--- config.mk ---
export PLATFORM = sky130hd
export DESIGN_NAME = pipeline_hazard_controller_flat
export DESIGN_NICKNAME = d
export VERILOG_FILES = /design/src/rtl/pipeline_hazard_controller_if.sv /design/src/rtl/pipeline_hazard_controller.sv /design/src/flat_wrapper.sv
export SDC_FILE = /design/constraint.sdc
export NUM_CORES = 1
export LEC_CHECK = 0
export ABC_AREA = 1
export ABC_CLOCK_PERIOD_IN_PS = 1970
export BUFFER_PORTS_ARGS = -buffer_cell sky130_fd_sc_hd__buf_2
export CORE_MARGIN = 2
export CORE_UTILIZATION = 40
export DETAILED_ROUTE_END_ITERATION = 7
export GPL_TIMING_DRIVEN = 0
export SYNTH_ARGS = -nofsm -noshare
export SYNTH_HDL_FRONTEND = slang
export SYNTH_SLANG_ARGS = --single-unit
--- constraint.sdc ---
create_clock -name clk -period 1.97 [get_ports clk]
set_clock_uncertainty 0.2 [all_clocks]
set_input_delay 0.2955 -clock clk [delete_from_list [all_inputs] [get_ports clk]]
set_output_delay 0.2955 -clock clk [all_outputs]
set_load 0.05 [all_outputs]
--- src/rtl/pipeline_hazard_controller_if.sv ---
// Hazard controller bundle: pipeline status in, register controls out.
// The pipeline side is the master, the controller is the slave.
interface pipeline_hazard_controller_if;
  logic        imem_busywait;
  logic        dmem_busywait;
  logic        mdu_start;
  logic        mdu_done;
  logic        load_use_hazard;
  logic        branch_taken;
  logic        pc_en;
  logic        if_id_en;
  logic        id_ex_en;
  logic        ex_ma_en;
  logic        ma_wb_en;
  logic        if_id_flush;
  logic        id_ex_flush;
  logic        ex_ma_bubble;
  logic        mdu_timeout;
  logic [31:0] stall_cycles;

  modport master (
    output imem_busywait, dmem_busywait,
    output mdu_start, mdu_done,
    output load_use_hazard, branch_taken,
    input  pc_en, if_id_en, id_ex_en,
    input  ex_ma_en, ma_wb_en,
    input  if_id_flush, id_ex_flush,
    input  ex_ma_bubble,
    input  mdu_timeout, stall_cycles
  );

  modport slave (
    input  imem_busywait, dmem_busywait,
    input  mdu_start, mdu_done,
    input  load_use_hazard, branch_taken,
    output pc_en, if_id_en, id_ex_en,
    output ex_ma_en, ma_wb_en,
    output if_id_flush, id_ex_flush,
    output ex_ma_bubble,
    output mdu_timeout, stall_cycles
  );
endinterface

--- src/rtl/pipeline_hazard_controller.sv ---
// Stall/flush sequencer for the 5-stage RV32IM pipeline.
// Holds MUL/DIV sequencing in a small FSM and counts stall cycles.
module pipeline_hazard_controller #(
  parameter int MDU_TIMEOUT = 40,
  parameter int TIMER_W     = 6
) (
  input logic clk,
  input logic rst,
  pipeline_hazard_controller_if.slave hz
);

  typedef enum logic [1:0] {
    RUN,
    MDU_WAIT,
    MDU_DRAIN
  } state_t;

  state_t             state, state_n;
  logic [TIMER_W-1:0] timer, timer_n;
  logic               done_pending, dp_n;
  logic               mdu_timeout, to_n;
  logic [31:0]        stall_cycles;

  logic pc_en, if_id_en, id_ex_en;
  logic ex_ma_en, ma_wb_en;
  logic if_id_flush, id_ex_flush;
  logic ex_ma_bubble;
  logic use_front;

  always_comb begin
    pc_en        = 1'b1;
    if_id_en     = 1'b1;
    id_ex_en     = 1'b1;
    ex_ma_en     = 1'b1;
    ma_wb_en     = 1'b1;
    if_id_flush  = 1'b0;
    id_ex_flush  = 1'b0;
    ex_ma_bubble = 1'b0;
    use_front    = 1'b0;
    state_n      = state;
    timer_n      = timer;
    dp_n         = done_pending | hz.mdu_done;
    to_n         = mdu_timeout;
    if (rst || hz.dmem_busywait) begin
      pc_en    = 1'b0;
      if_id_en = 1'b0;
      id_ex_en = 1'b0;
      ex_ma_en = 1'b0;
      ma_wb_en = 1'b0;
    end else begin
      unique case (state)
        RUN: begin
          if (hz.mdu_start) begin
            pc_en        = 1'b0;
            if_id_en     = 1'b0;
            id_ex_en     = 1'b0;
            ex_ma_bubble = 1'b1;
            state_n      = MDU_WAIT;
            timer_n      = TIMER_W'(1);
            dp_n         = 1'b0;
          end else begin
            use_front = 1'b1;
          end
        end
        MDU_WAIT: begin
          pc_en        = 1'b0;
          if_id_en     = 1'b0;
          id_ex_en     = 1'b0;
          ex_ma_bubble = 1'b1;
          if (hz.mdu_done || done_pending) begin
            state_n = MDU_DRAIN;
            dp_n    = 1'b0;
          end else if (timer == TIMER_W'(MDU_TIMEOUT)) begin
            state_n = MDU_DRAIN;
            to_n    = 1'b1;
          end else begin
            timer_n = timer + TIMER_W'(1);
          end
        end
        MDU_DRAIN: begin
          // The M-op is still in EX here, so its start is not a new op
          use_front = 1'b1;
          state_n   = RUN;
        end
        default: state_n = RUN;
      endcase
      if (use_front) begin
        unique case (1'b1)
          hz.branch_taken: begin
            if_id_flush = 1'b1;
            id_ex_flush = 1'b1;
          end
          hz.load_use_hazard && !hz.branch_taken: begin
            pc_en       = 1'b0;
            if_id_en    = 1'b0;
            id_ex_flush = 1'b1;
          end
          hz.imem_busywait && !hz.branch_taken
            && !hz.load_use_hazard: begin
            pc_en       = 1'b0;
            if_id_flush = 1'b1;
          end
          default: ;
        endcase
      end
    end
  end

  always_ff @(posedge clk) begin
    if (rst) begin
      state        <= RUN;
      timer        <= '0;
      done_pending <= 1'b0;
      mdu_timeout  <= 1'b0;
      stall_cycles <= '0;
    end else begin
      state        <= state_n;
      timer        <= timer_n;
      done_pending <= dp_n;
      mdu_timeout  <= to_n;
      if (!pc_en && stall_cycles != '1)
        stall_cycles <= stall_cycles + 32'd1;
    end
  end

  assign hz.pc_en        = pc_en;
  assign hz.if_id_en     = if_id_en;
  assign hz.id_ex_en     = id_ex_en;
  assign hz.ex_ma_en     = ex_ma_en;
  assign hz.ma_wb_en     = ma_wb_en;
  assign hz.if_id_flush  = if_id_flush;
  assign hz.id_ex_flush  = id_ex_flush;
  assign hz.ex_ma_bubble = ex_ma_bubble;
  assign hz.mdu_timeout  = mdu_timeout;
  assign hz.stall_cycles = stall_cycles;

endmodule

--- src/flat_wrapper.sv ---
// flat-port wrapper written by rule: the top's interface ports become plain ports
module pipeline_hazard_controller_flat 
#(
  parameter int MDU_TIMEOUT = 40,
  parameter int TIMER_W     = 6
)
  (clk, rst, hz_imem_busywait, hz_dmem_busywait, hz_mdu_start, hz_mdu_done, hz_load_use_hazard, hz_branch_taken, hz_pc_en, hz_if_id_en, hz_id_ex_en, hz_ex_ma_en, hz_ma_wb_en, hz_if_id_flush, hz_id_ex_flush, hz_ex_ma_bubble, hz_mdu_timeout, hz_stall_cycles);
  pipeline_hazard_controller_if hz_i ();
  input logic clk;
  input logic rst;
  input wire logic [$bits(hz_i.imem_busywait)-1:0] hz_imem_busywait;
  input wire logic [$bits(hz_i.dmem_busywait)-1:0] hz_dmem_busywait;
  input wire logic [$bits(hz_i.mdu_start)-1:0] hz_mdu_start;
  input wire logic [$bits(hz_i.mdu_done)-1:0] hz_mdu_done;
  input wire logic [$bits(hz_i.load_use_hazard)-1:0] hz_load_use_hazard;
  input wire logic [$bits(hz_i.branch_taken)-1:0] hz_branch_taken;
  output wire logic [$bits(hz_i.pc_en)-1:0] hz_pc_en;
  output wire logic [$bits(hz_i.if_id_en)-1:0] hz_if_id_en;
  output wire logic [$bits(hz_i.id_ex_en)-1:0] hz_id_ex_en;
  output wire logic [$bits(hz_i.ex_ma_en)-1:0] hz_ex_ma_en;
  output wire logic [$bits(hz_i.ma_wb_en)-1:0] hz_ma_wb_en;
  output wire logic [$bits(hz_i.if_id_flush)-1:0] hz_if_id_flush;
  output wire logic [$bits(hz_i.id_ex_flush)-1:0] hz_id_ex_flush;
  output wire logic [$bits(hz_i.ex_ma_bubble)-1:0] hz_ex_ma_bubble;
  output wire logic [$bits(hz_i.mdu_timeout)-1:0] hz_mdu_timeout;
  output wire logic [$bits(hz_i.stall_cycles)-1:0] hz_stall_cycles;
  assign hz_i.imem_busywait = hz_imem_busywait;
  assign hz_i.dmem_busywait = hz_dmem_busywait;
  assign hz_i.mdu_start = hz_mdu_start;
  assign hz_i.mdu_done = hz_mdu_done;
  assign hz_i.load_use_hazard = hz_load_use_hazard;
  assign hz_i.branch_taken = hz_branch_taken;
  assign hz_pc_en = hz_i.pc_en;
  assign hz_if_id_en = hz_i.if_id_en;
  assign hz_id_ex_en = hz_i.id_ex_en;
  assign hz_ex_ma_en = hz_i.ex_ma_en;
  assign hz_ma_wb_en = hz_i.ma_wb_en;
  assign hz_if_id_flush = hz_i.if_id_flush;
  assign hz_id_ex_flush = hz_i.id_ex_flush;
  assign hz_ex_ma_bubble = hz_i.ex_ma_bubble;
  assign hz_mdu_timeout = hz_i.mdu_timeout;
  assign hz_stall_cycles = hz_i.stall_cycles;
  pipeline_hazard_controller #(.MDU_TIMEOUT(MDU_TIMEOUT), .TIMER_W(TIMER_W)) u_core (.clk(clk), .rst(rst), .hz(hz_i));
endmodule
==> results.md, run 1 <==
- Initial antenna violation count: 0
- Clock share of power: 0.326
- NetSw: 470 µW
- GRT Residual Overflow: 0
- Synth-to-Final Area Change: 21.5%
- Largest net degree at the start of global routing: 13
- Initial Util: 0.416
- CTS Root Cell: clkbuf_8
- Die Span Y: 85.5 µm
- Worst slew pin tran: 574 ps
- Met3 GRT Util: 0.0385
- DIE AREA: 0.00732 mm²
- GPL Wtd Cong: 0.895
- Reg clk slew, reported paths: 80 ps
- Fill count: 694
- H-tree Lvls: 2
- CP endpoint kind: output port
- Pwr/cell area: 509 mW/mm²
- CP required: 1470 ps
- Mapped Nets: 448
- RSZ-0062 raised after global routing: true
- Fraction of layout instances using a drive strength above 1: 0.227
- Max clock buf depth: 2
- Post-synthesis instance total: 437
- Arrival time worst endpoint: 1420 ps
- Max_slew headroom: 0.617
- Via count: 2771
- Startpoint types: flip-flop
- Post-layout util: 0.506
- Met2 usage: 0.326
- Critical path class: flip-flop to output port
- Port Buf Inserts: 48
- P_leak: 0.00130 µW
- Worst vdd ir: 0.354 mV
- WL per Instance: 12.0 µm
- Hold/Removal Path Class: input pin to flip-flop
- Synth Area per Inst: 6.08 µm²
- CTS buffer count: 5
- First-pass GRT wire length: 11.4 mm
- DRT Wirelength: 6.91 mm
- Core Area: 0.00639 mm²
- # setup viols final: 0
- Clock latency on the worst-skew pair: 300 ps
- TNS Setup: 0 ps
- Nets: 509
- Net Sw Frac: 0.286
- Drt pass-1 iters: 4
- Combinational share of power: 0.138
- DP Wirelength: 5.28 mm
- Most common cell after layout, fill and taps aside: nand2_1
- Outcome: complete, no violations
- Post-DRT Antenna Nets: 0
- Commonest cells after routing, fill and taps aside: 150 x nand2_1, 84 x nor2_1, 48 x buf_2
- Clock Sinks: 42
- Number of vias per cell: 4.82
- Sequential power share: 0.536
- Number of max-cap violations: 0
- Initial drt markers: 130
- Int Pwr: 1170 µW
- Synth warnings: 0
- Total Routing Usage GR: 0.192
- GR peak layer: met2
- Min cycle time layout: 1910 ps
- Met1 usage: 0.248
- Pins over their slew limit: 0
- Seq/Total Area, Yosys: 0.316
- Cell Area, Synth: 0.00266 mm²
- Synth unique cells: 28
- Std-Cell Rows: 29
- DRC: 0
- CTS tree: done
- FMAX: 523 MHz
- Via count of the first global-routing pass: 2464
- Die width: 85.5 µm
- Antenna cell count: 0
- Top Ports: 49
- Register bit count reported by yosys: 42
- Hold Violations, Final: 0
- Crit-path max FO: 4
- Period utilization: 0.971
final timing paths:
check | start | to | slack (ps) | cells after the start
max | u_core.state[1] | hz_if_id_en | 60 | 7
min | rst | u_core.timer[0] | 130 | 4
max reg2reg | u_core.hz.stall_cycles[0] | u_core.hz.stall_cycles[10] | 90 | 9
min reg2reg | u_core.hz.mdu_timeout | u_core.hz.mdu_timeout | 280 | 2
cell type report:
| cell class | instances | area (µm²) | area share |
|---|---|---|---|
| inverter | 39 | 153 | 0.0473 |
| clock buffer | 5 | 68.8 | 0.0213 |
| buffer | 12 | 91.3 | 0.0283 |
| multi-input combinational | 343 | 1640 | 0.507 |
| tap | 77 | 96.3 | 0.0298 |
| sequential | 42 | 870 | 0.269 |
| clock inverter | 2 | 10.0 | 0.00310 |
| timing repair buffer | 55 | 303 | 0.0937 |
power by group through the flow:
stage	registers [µW]	logic [µW]	clock network (µW)
2_1_floorplan	919	135	0
3_3_place_gp	896	208	0
3_5_place_dp	896	209	0
4_1_cts	878	220	556
5_1_grt	883	248	589
6_report	881	227	535
routing by layer:
layer  up-vias  share of wire  wire length [µm]
met5         -              0                 0
met4         0         0.0097                67
met3         7          0.048               332
met2        49           0.47              3260
met1      1234           0.47              3250
li1       1481              -                 -
logic make-up after synthesis:
kind of cell	after synthesis	share of synthesized area
adders and majority gates	3	0.0141
and+or+nand+nor	284	0.446
AOI/OAI and AO/OA	39	0.0762
xor gates and xnor gates	17	0.0560
buffers and inverters	52	0.0913
DFF	42	0.316
stage by stage:
| stage | hold slack, ps | setup WS (ps) | instance area (µm²) | power (µW) | instances |
|---|---|---|---|---|---|
| 2_1_floorplan | 258 | 3.44 | 2700 | 1050 | 437 |
| 5_1_grt | 142 | -20.0 | 3230 | 1720 | 575 |
| 6_report | 125 | 56.4 | 3230 | 1640 | 575 |
| 3_3_place_gp | 267 | -21.2 | 3040 | 1100 | 562 |
| 3_5_place_dp | 263 | -13.9 | 3040 | 1100 | 562 |
| 4_1_cts | 123 | 12.2 | 3170 | 1650 | 571 |
synthesized netlist by cell type:
| master | n | area, µm² |
|---|---|---|
| nand2_1 | 154 | 578 |
| nor2_1 | 87 | 327 |
| dfxtp_1 | 42 | 841 |
| inv_1 | 37 | 139 |
| a21oi_1 | 29 | 145 |
| nand3_1 | 15 | 75.1 |
| xor2_1 | 10 | 87.6 |
| nand4_1 | 9 | 56.3 |
| xnor2_1 | 7 | 61.3 |
| buf_6 | 5 | 56.3 |
| nor3_1 | 5 | 25.0 |
| clkbuf_1 | 4 | 15.0 |
| nor2_4 | 4 | 45.0 |
| o21ai_1 | 4 | 20.0 |
| ha_1 | 3 | 37.5 |
| nor3b_1 | 3 | 22.5 |
| o21ai_0 | 3 | 15.0 |
| buf_2 | 2 | 10.0 |
| buf_4 | 2 | 15.0 |
| inv_2 | 2 | 7.51 |
| nand2_2 | 2 | 12.5 |
| nand2_4 | 2 | 22.5 |
| a21oi_2 | 1 | 8.76 |
| a31oi_1 | 1 | 6.26 |
| nand3_2 | 1 | 10.0 |
| nor2_2 | 1 | 6.26 |
| o211ai_1 | 1 | 7.51 |
| or2_1 | 1 | 6.26 |
timing repair:
action                                  4_1_cts  5_1_grt
hold endpoints to repair                      0        0
buffers inserted                              2        5
endpoints found under the setup margin        3       33
hold buffers                                  0        0
resized for setup                            10       10
pin swaps                                     1        6
state kept, by name, indices dropped and copies added, names as in the netlist:
name and count:
u_core.hz.stall_cycles 32, u_core.hz.mdu_timeout 1, u_core.done_pending 1, u_core.timer 6, u_core.state 2
worst max-delay path: stages (launching register included):
cell and delay (ps):
dfxtp_2 360, inv_4 60, a21oi_4 180, nand2_2 100, buf_4 140, nand2_1 50
nor2_1 30, buf_2 210
Note: power is estimated with default switching activity, not from simulation.
==> run 2: changes to the inputs <==
--- a/config.mk
+++ b/config.mk
@@ -8,6 +8,7 @@
 export ABC_AREA = 1
 export ABC_CLOCK_PERIOD_IN_PS = 1970
 export BUFFER_PORTS_ARGS = -buffer_cell sky130_fd_sc_hd__buf_2
+export CORE_ASPECT_RATIO = 1.4
 export CORE_MARGIN = 2
 export CORE_UTILIZATION = 40
 export DETAILED_ROUTE_END_ITERATION = 7
==> run 2 against run 1 <==
Net effect: total power grew 6.8%; sequential power is essentially flat; critical path depth is the same; maximum frequency grew 3.0%; wire length grew 2.2%; global-route usage grew 0.70 points; combinational power grew 2%; die area grew 0.12%; core utilization shrank 0.33 points; flip-flop and latch count is the same; cell area grew 1.5%; via count shrank 0.47%; critical endpoint unchanged.
==> results.md, run 2 (synthesized netlist as in run 1, its figures left out) <==
- CTS Root Cell: clkbuf_8 (unchanged)
- Period utilization: 0.943 (was 0.971)
- Initial drt markers: 107 (was 130)
- Worst Hold Slack: 115 ps (was 125 ps)
- DRC: 0 (unchanged)
- Outcome: complete, no violations (unchanged)
- Pwr/cell area: 535 mW/mm² (was 509 mW/mm²)
- Largest net degree at the start of global routing: 14 (was 13)
- Clock latency on the worst-skew pair: 300 ps (about the same)
- # setup viols final: 0 (unchanged)
- Max reg flops: 32 (unchanged)
- Drt pass-1 iters: 4 (unchanged)
- DIE AREA: 0.00732 mm² (about the same)
- First-pass GRT wire length: 11.4 mm (about the same)
- Hold/Removal Path Class: input pin to flip-flop (unchanged)
- Number of max-cap violations: 0 (unchanged)
- GPL Wtd Cong: 0.884 (was 0.895)
- Core Area: 0.00653 mm² (was 0.00639 mm²)
- Most common cell after layout, fill and taps aside: nand2_1 (unchanged)
- Startpoint types: flip-flop (unchanged)
- Post-DRT Antenna Nets: 0 (unchanged)
- Arrival time worst endpoint: 1360 ps (was 1420 ps)
- Std-Cell Rows: 35 (was 29)
- Clock Sinks: 42 (unchanged)
- Min cycle time layout: 1860 ps (was 1910 ps)
- DP Wirelength: 5.48 mm (was 5.28 mm)
- WL per Instance: 12.3 µm (was 12.0 µm)
- Die Span Y: 100 µm (was 85.5 µm)
- DRT Wirelength: 7.06 mm (was 6.91 mm)
- Worst slew pin tran: 583 ps (was 574 ps)
- Crit-path max FO: 5 (was 4)
- Top Ports: 49 (unchanged)
- Total Routing Usage GR: 0.199 (was 0.192)
- Fraction of layout instances using a drive strength above 1: 0.234 (was 0.227)
- Number of vias per cell: 4.80 (was 4.82)
- Synth-to-Final Area Change: 23.3% (was 21.5%)
- Critical Path Most Common Cell: nand2_1
- GRT Residual Overflow: 0 (unchanged)
- Max stage delay on crit path: 360 ps (about the same)
- Antenna cell count: 0 (unchanged)
- CP required: 1470 ps (about the same)
- Port Buf Inserts: 48 (unchanged)
- Hold Buf Count CTS: 0 (unchanged)
- Hold Violations, Final: 0 (unchanged)
- Pins over their slew limit: 0 (unchanged)
- Largest regs: u_core.hz.stall_cycles (32), u_core.timer (6), u_core.state (2) (unchanged)
- Initial Util: 0.407 (was 0.416)
- Commonest cells after routing, fill and taps aside: 150 x nand2_1, 84 x nor2_1, 46 x buf_2 (was 150 x nand2_1, 84 x nor2_1, 48 x buf_2)
- Max_slew headroom: 0.611 (was 0.617)
- Worst vdd ir: 0.269 mV (was 0.354 mV)
- CP endpoint kind: output port (unchanged)
- Via count: 2758 (was 2771)
- Nets: 510 (was 509)
- Reg clk slew, reported paths: 80 ps (about the same)
- TNS Setup: 0 ps (unchanged)
- CTS tree: done (unchanged)
- FMAX: 538 MHz (was 523 MHz)
- Biggest register: u_core.hz.stall_cycles (unchanged)
- P_leak: 0.00131 µW (was 0.00130 µW)
- H-tree Lvls: 2 (unchanged)
- CP max stage cell: dfxtp_2 (unchanged)
- Initial antenna violation count: 0 (unchanged)
- CTS buffer count: 5 (unchanged)
- Via count of the first global-routing pass: 2507 (was 2464)
- Max clock buf depth: 2 (unchanged)
- Crit-path cells: inv_4, nand2_1, nand2_2, inv_1, nand2_1, nor2_1, clkbuf_4 (was inv_4, a21oi_4, nand2_2, buf_4, nand2_1, nor2_1, buf_2)
- Die width: 72.9 µm (was 85.5 µm)
- Critical path class: flip-flop to output port (unchanged)
[run 2: cell count changes in the layout (fill, tap and decap cells not counted), sizes merged]
cell      delta
clkbuf       +3
clkinv       -2
clkinvlp     +1
[run 2: worst paths after layout]
path,start,end,slack (ps),depth (start not counted)
max,u_core.state[1],hz_if_id_en,110,7
min,hz_mdu_done,u_core.done_pending,110,3
max reg2reg,u_core.hz.stall_cycles[0],u_core.hz.stall_cycles[14],110,11
min reg2reg,u_core.hz.mdu_timeout,u_core.hz.mdu_timeout,290,2
[run 2: repair_timing]
action | 4_1_cts | 5_1_grt
endpoints found under the setup margin | 5 | 37
buffers inserted | 2 | 6
pin swaps | 3 | 6
gates resized for setup | 12 | 17
[run 2: layout make-up]
class	count	area, µm²
buffer	12	95.1
clock inverter	1	7.51
fill	711	3250
inverter	39	155
clock buffer	7	97.6
timing repair buffer	56	315
tap	74	92.6
multi-input combinational	343	1640
sequential	42	872
[run 2: where the power goes]
group          switching (µW)  internal [µW]  total, µW  leakage (µW)
combinational             157           75.3        232      0.000912
sequential               19.0            863        882      0.000350
clock                     314            327        641     0.0000496
[run 2: routing by layer]
layer,track usage,share of wire,wire (µm),up-vias
li1,-,-,-,1477
met1,0.227,0.42,2990,1223
met2,0.357,0.52,3670,48
met3,0.0410,0.037,261,10
met4,0.0755,0.020,138,0
met5,0,0,0,-
[run 2: stage by stage]
stage                     instances  total power, µW  setup WS [ps]  area (µm²)  utilization
after detailed placement        559             1110          -18.1        3040        0.465
after global routing            574             1840          -13.4        3280        0.503
after floorplan                 437             1050           3.44        2700            -
after global placement          559             1100          -17.5        3040        0.465
final                           574             1750            112        3280        0.503
after CTS                       569             1770           1.55        3200        0.490
[run 2: worst max-delay path, delay by kind of cell (launching register included)]
kind	cells	cell delay [ps]
buf+inv	3	410
flops	1	360
simple gates	4	290
